--- src/rtl/rv_bht_predict.sv ---
// Tagged branch history table: combinational direction/target prediction in ID,
// counter/target training from EX, one-cycle registered mispredict flush.
module rv_bht_entry #(
  parameter int XLEN  = 64,
  parameter int TAG_W = 8,
  parameter int CNT_W = 2
) (
  input  logic             clk,
  input  logic             rstn,
  input  logic             clr_i,
  input  logic             wr_i,
  input  logic             taken_i,
  input  logic [TAG_W-1:0] tag_i,
  input  logic [XLEN-1:0]  target_i,
  output logic             vld_o,
  output logic [TAG_W-1:0] tag_o,
  output logic [CNT_W-1:0] cnt_o,
  output logic [XLEN-1:0]  tgt_o
);
  localparam logic [CNT_W-1:0] CNT_ONE = CNT_W'(1);
  localparam logic [CNT_W-1:0] CNT_MAX = '1;
  localparam logic [CNT_W-1:0] CNT_WT  = CNT_ONE << (CNT_W-1);
  localparam logic [CNT_W-1:0] CNT_WN  = CNT_WT - CNT_ONE;

  logic             vld_q, vld_d, hit;
  logic [TAG_W-1:0] tag_q, tag_d;
  logic [CNT_W-1:0] cnt_q, cnt_d;
  logic [XLEN-1:0]  tgt_q, tgt_d;

  always_comb begin
    vld_d = vld_q;
    tag_d = tag_q;
    cnt_d = cnt_q;
    tgt_d = tgt_q;
    hit   = vld_q && (tag_q == tag_i);
    // clear dominates any same-cycle training of this entry
    if (clr_i) begin
      vld_d = 1'b0;
    end else if (wr_i) begin
      if (hit) begin
        if (taken_i && cnt_q != CNT_MAX)     cnt_d = cnt_q + CNT_ONE;
        else if (!taken_i && cnt_q != '0)    cnt_d = cnt_q - CNT_ONE;
      end else begin
        vld_d = 1'b1;
        tag_d = tag_i;
        cnt_d = taken_i ? CNT_WT : CNT_WN;
      end
      if (taken_i) tgt_d = target_i;
    end
  end

  always_ff @(posedge clk or negedge rstn) begin
    if (!rstn) begin
      vld_q <= 1'b0;
      tag_q <= '0;
      cnt_q <= CNT_WN;
      tgt_q <= '0;
    end else begin
      vld_q <= vld_d;
      tag_q <= tag_d;
      cnt_q <= cnt_d;
      tgt_q <= tgt_d;
    end
  end

  assign vld_o = vld_q;
  assign tag_o = tag_q;
  assign cnt_o = cnt_q;
  assign tgt_o = tgt_q;
endmodule

module rv_bht_predict #(
  parameter int XLEN  = 64,
  parameter int IDX_W = 4,
  parameter int TAG_W = 8,
  parameter int CNT_W = 2
) (
  input  logic            clk,
  input  logic            rstn,
  input  logic [XLEN-1:0] lk_pc_i,
  input  logic            lk_branch_i,
  output logic            pred_taken_o,
  output logic [XLEN-1:0] pred_target_o,
  input  logic            up_valid_i,
  input  logic [XLEN-1:0] up_pc_i,
  input  logic            up_taken_i,
  input  logic [XLEN-1:0] up_target_i,
  input  logic            up_pred_i,
  input  logic            clr_i,
  output logic            flush_o,
  output logic [XLEN-1:0] redirect_pc_o,
  output logic [31:0]     br_cnt_o,
  output logic [31:0]     mis_cnt_o
);
  localparam int DEPTH = 1 << IDX_W;

  logic [IDX_W-1:0]                 lk_idx, up_idx;
  logic [TAG_W-1:0]                 lk_tag, up_tag;
  logic [DEPTH-1:0]                 ent_vld;
  logic [DEPTH-1:0][TAG_W-1:0]      ent_tag;
  logic [DEPTH-1:0][CNT_W-1:0]      ent_cnt;
  logic [DEPTH-1:0][XLEN-1:0]       ent_tgt;
  logic                             mispred;
  logic                             flush_q, flush_d;
  logic [XLEN-1:0]                  redir_q, redir_d;
  logic [31:0]                      br_cnt_q, br_cnt_d, mis_cnt_q, mis_cnt_d;

  assign lk_idx = lk_pc_i[IDX_W+1:2];
  assign lk_tag = lk_pc_i[IDX_W+TAG_W+1:IDX_W+2];
  assign up_idx = up_pc_i[IDX_W+1:2];
  assign up_tag = up_pc_i[IDX_W+TAG_W+1:IDX_W+2];

  for (genvar g = 0; g < DEPTH; g++) begin : g_ent
    rv_bht_entry #(.XLEN(XLEN), .TAG_W(TAG_W), .CNT_W(CNT_W)) u_ent (
      .clk      (clk),
      .rstn     (rstn),
      .clr_i    (clr_i),
      .wr_i     (up_valid_i && (up_idx == IDX_W'(g))),
      .taken_i  (up_taken_i),
      .tag_i    (up_tag),
      .target_i (up_target_i),
      .vld_o    (ent_vld[g]),
      .tag_o    (ent_tag[g]),
      .cnt_o    (ent_cnt[g]),
      .tgt_o    (ent_tgt[g])
    );
  end

  // reads the registered table directly, so a same-cycle update is not visible
  assign pred_taken_o  = lk_branch_i && ent_vld[lk_idx] && (ent_tag[lk_idx] == lk_tag)
                         && ent_cnt[lk_idx][CNT_W-1];
  assign pred_target_o = pred_taken_o ? ent_tgt[lk_idx] : lk_pc_i + XLEN'(4);

  assign mispred = up_valid_i && (up_taken_i != up_pred_i);

  always_comb begin
    flush_d   = mispred;
    redir_d   = redir_q;
    br_cnt_d  = br_cnt_q;
    mis_cnt_d = mis_cnt_q;
    if (mispred)                          redir_d   = up_taken_i ? up_target_i : up_pc_i + XLEN'(4);
    if (up_valid_i && br_cnt_q != '1)     br_cnt_d  = br_cnt_q + 32'd1;
    if (mispred && mis_cnt_q != '1)       mis_cnt_d = mis_cnt_q + 32'd1;
  end

  always_ff @(posedge clk or negedge rstn) begin
    if (!rstn) begin
      flush_q   <= 1'b0;
      redir_q   <= '0;
      br_cnt_q  <= '0;
      mis_cnt_q <= '0;
    end else begin
      flush_q   <= flush_d;
      redir_q   <= redir_d;
      br_cnt_q  <= br_cnt_d;
      mis_cnt_q <= mis_cnt_d;
    end
  end

  assign flush_o       = flush_q;
  assign redirect_pc_o = redir_q;
  assign br_cnt_o      = br_cnt_q;
  assign mis_cnt_o     = mis_cnt_q;
endmodule

--- config.mk ---
export PLATFORM = sky130hd
export DESIGN_NAME = rv_bht_predict
export DESIGN_NICKNAME = d
export VERILOG_FILES = /design/src/rtl/rv_bht_predict.sv
export SDC_FILE = /design/constraint.sdc
export NUM_CORES = 2
export LEC_CHECK = 0
export CORE_AREA = 3 3 432 434
export CTS_CLUSTER_SIZE = 16
export DETAILED_ROUTE_END_ITERATION = 10
export DIE_AREA = 0 0 435 437
export DONT_BUFFER_PORTS = 1
export PLACE_DENSITY_LB_ADDON = 0.2
export SETUP_SLACK_MARGIN = 0.4
export SLEW_MARGIN = 5
export SYNTH_ARGS = -nofsm -noshare
export SYNTH_HDL_FRONTEND = slang
export SYNTH_SLANG_ARGS = --single-unit
--- constraint.sdc ---
create_clock -name clk -period 2.5 [get_ports clk]
set_clock_uncertainty 0.2 [all_clocks]
set_input_delay 0 -clock clk [delete_from_list [all_inputs] [get_ports clk]]
set_output_delay 0 -clock clk [all_outputs]
set_load 0.03 [all_outputs]
==> out/summary.txt <==
Status -> complete, but fails checks
Failing checks -> negative hold slack, negative setup slack
Largest net degree at the start of global routing -> 303
Post-synth ARST share -> 100%
Worst r2r src -> mis_cnt_o[25]$_DFFE_PN0P_
Worst R2R Path Depth -> 9
Hold Path End -> redirect_pc_o[12]$_DFFE_PN0P_
Die H -> 437 um
Layout cells sized above 1 -> 46.5%
DP Worst Slack -> -2650 ps
Tmin final -> 3940 ps
Overall Power -> 59.7 mW
Count of final setup violators -> 979
Routed Antenna Nets -> 0
Syn Nets -> 4,844
Register area -> 33,300 um2
Fmax -> 254 MHz
Final hold slack -> -755 ps
Vias per cell -> 5.36
Hold depth -> 2
Worst EP arrival -> 3740 ps
DR WL/cell -> 26.6 um
Hold path start -> up_taken_i
Pleak -> 37.1 nW
Worst-Skew Late Latency -> 800 ps
TritonCTS Buffers -> 154
Initial antenna violation count -> 31
DR DRC count -> 0
Number of I/O port buffers -> 0
Hold Fails Final Rpt -> 773
Crit-path cells -> mux4_2 > mux4_2 > xor2_1 > nor2_1 > o2111ai_1 > a211o_4 > buf_12 > buf_12 > mux2_4
GRT overflow -> 0
Cell area after synthesis -> 64,100 um2
Critical path startpoint category -> flip-flop
Die area -> 190,000 um2
Final net count -> 5,431
Final max-slew violation count -> 0
Post-synth EDFFs -> 0
WL final -> 208,000 um
CP endpoint kind -> output port
R2r endpoint -> mis_cnt_o[15]$_DFFE_PN0P_
Layout area overhead -> 26.5%
Leading area contributor after synthesis -> dfrtp_1
Starting Density -> 35.0%
Count of different cell masters after synthesis -> 46
Worst reg2reg setup slack -> 160 ps
Vias in the first global route -> 43,300
Synth Instances -> 4,638
Max rail drop VDD -> 735 uV
Detailed placement HPWL -> 115,000 um
Max cap viols -> 0
Largest stage delay on the critical path -> 510 ps
CP top delay family -> multiplexers
CP bufs+invs -> 2
WS Path Type -> reg -> out
Final worst slack -> -1440 ps
GRT Total Usage -> 21.0%
CTS tree -> yes
Yosys top cell area share -> 51.3%
Htree depth -> 4
Worst-path maximum fanout -> 30
Filler instances -> 16,600
Tcrit/Tclk final -> 158%
Bufs on Longest Clock Path -> 3
Worst path required time -> 2300 ps
Routability cong. -> 0.832
Routed via count -> 42,000
Crit-path slowest cell -> mux4_2
First drt pass iteration count -> 5
Dominant cells by area after synthesis -> dfrtp_1, mux2_2, mux4_2, xor2_1, xnor2_1
Chip width -> 435 um
Standard-cell row count -> 157
Register area share after synthesis -> 51.9%
Avg Inst Size Synth -> 13.8 um2
Most frequent cells in the layout -> dfrtp_1, mux2_2, mux4_2
Ys Warns -> 0
Root buf cell -> clkbuf_16
Hold crit path type -> in -> reg
Synth Flop Type -> dfrtp_1
Clock sinks -> 1,329
I/O Pins -> 393
DR iter-0 viols -> 2,784
Worst Max-Slew Pin Slew -> 1390 ps
First-pass GRT wire length -> 300,000 um
Clk pin slew, worst setup/hold paths -> 60 ps
RSZ-0062 raised after global routing -> yes
Seq cells post-synth -> 1,329
Placeable Area -> 183,000 um2
Max-slew headroom -> 7.64%
Multi-input gate area -> 30,900 um2
Commonest non-fill, non-tap cell in the layout -> dfrtp_1
Pwr per Cell Area -> 736 nW/um2
cell usage after synthesis (all sizes together) (21+ instances only):
library cell,number
dfrtp,1313
nand3,91
buf,54
nand4,64
and3,54
inv,31
xnor2,138
a21oi,176
mux4,356
nand2,257
nor4,23
mux2,1131
clkbuf,301
xor2,181
nor3,41
o21ai,82
mux2i,22
o22ai,21
nor2,175
timing repair:
action | CTS | global route
setup buffers | 0 | 21
endpoints found under the hold margin | 1804 | 1480
resized for setup | 97 | 139
setup endpoints to repair | 950 | 2099
hold buffers | 213 | 152
pin swaps | 48 | 59
gates cloned | 8 | 14
per-layer routing:
| metal | wire length [um] | global-route usage (%) |
|---|---|---|
| met1 | 88100 | 26.9 |
| met2 | 106000 | 37.0 |
| met3 | 8610 | 3.23 |
| met4 | 5790 | 5.82 |
| met5 | 55 | 0 |
per-stage QoR:
stage | instance area, um2 | utilization [%] | instances | hold slack [ps] | setup TNS, ps
4_1_cts | 78600 | 42.9 | 7633 | -873 | -454230
5_1_grt | 81000 | 44.3 | 7823 | -815 | -412260
3_3_place_gp | 70200 | 38.3 | 7128 | -478 | -1161680
3_5_place_dp | 70200 | 38.4 | 7130 | -478 | -1266890
6_report | 81100 | 44.3 | 7835 | -755 | -241830
2_1_floorplan | 65100 | - | 4638 | -496 | -16600
sequential cells by signal, summed over array words and instances, names as in the netlist:
signal,count
mis_cnt_o,32
redirect_pc_o,64
g_ent.u_ent.tgt_o,1024
br_cnt_o,32
g_ent.u_ent.tag_o,128
g_ent.u_ent.cnt_o,32
g_ent.u_ent.vld_o,16
flush_o,1
worst reg2reg max path, delay by kind of cell (launching register included):
family | cells | cell delay [ps]
simple gates | 7 | 1360
flops | 1 | 350
xor+xnor | 1 | 120
buf+inv | 1 | 200
where the power goes:
group / switching, mW / internal (mW) / total (mW)
clock network: 9.65 / 13.9 / 23.6
logic: 4.09 / 5.55 / 9.64
registers: 1.95 / 24.5 / 26.5
total: 15.7 / 44.0 / 59.7
logic make-up after synthesis:
family | after synthesis | synth area share, %
AND/OR/NAND/NOR | 771 | 5.67
flip-flops | 1329 | 51.9
AO/OA/AOI/OAI | 317 | 2.68
XOR/XNOR | 319 | 4.36
multiplexers | 1509 | 32.8
adder cells (fa/ha/maj) | 7 | 0.137
buffers and inverters | 386 | 2.45
worst max-delay path by stage:
stage | from | end | slack, ps | cells after the start
floorplan | g_ent[7].u_ent.tag_o[7]$_DFFE_PN0P_ | pred_target_o[6] | -290 | 9
global placement | rstn | g_ent[13].u_ent.tgt_o[35]$_DFFE_PN0P_ | -2290 | 4
detailed placement | rstn | g_ent[15].u_ent.tgt_o[35]$_DFFE_PN0P_ | -2650 | 6
CTS | g_ent[6].u_ent.tag_o[7]$_DFFE_PN0P_ | pred_target_o[29] | -1500 | 9
global route | g_ent[11].u_ent.tag_o[1]$_DFFE_PN0P_ | pred_target_o[48] | -1530 | 9
finish | g_ent[6].u_ent.tag_o[7]$_DFFE_PN0P_ | pred_target_o[48] | -1440 | 9
final cells by class:
class,count,share of cell area (%)
Sequential cell,1329,41.1
Multi-Input combinational cell,2923,38.2
Timing Repair Buffer,786,10.2
Clock buffer,234,5.66
Tap cell,2464,3.80
Clock inverter,48,0.911
Inverter,31,0.148
Antenna cell,20,0.0617
(Power assumes the default switching activity.)
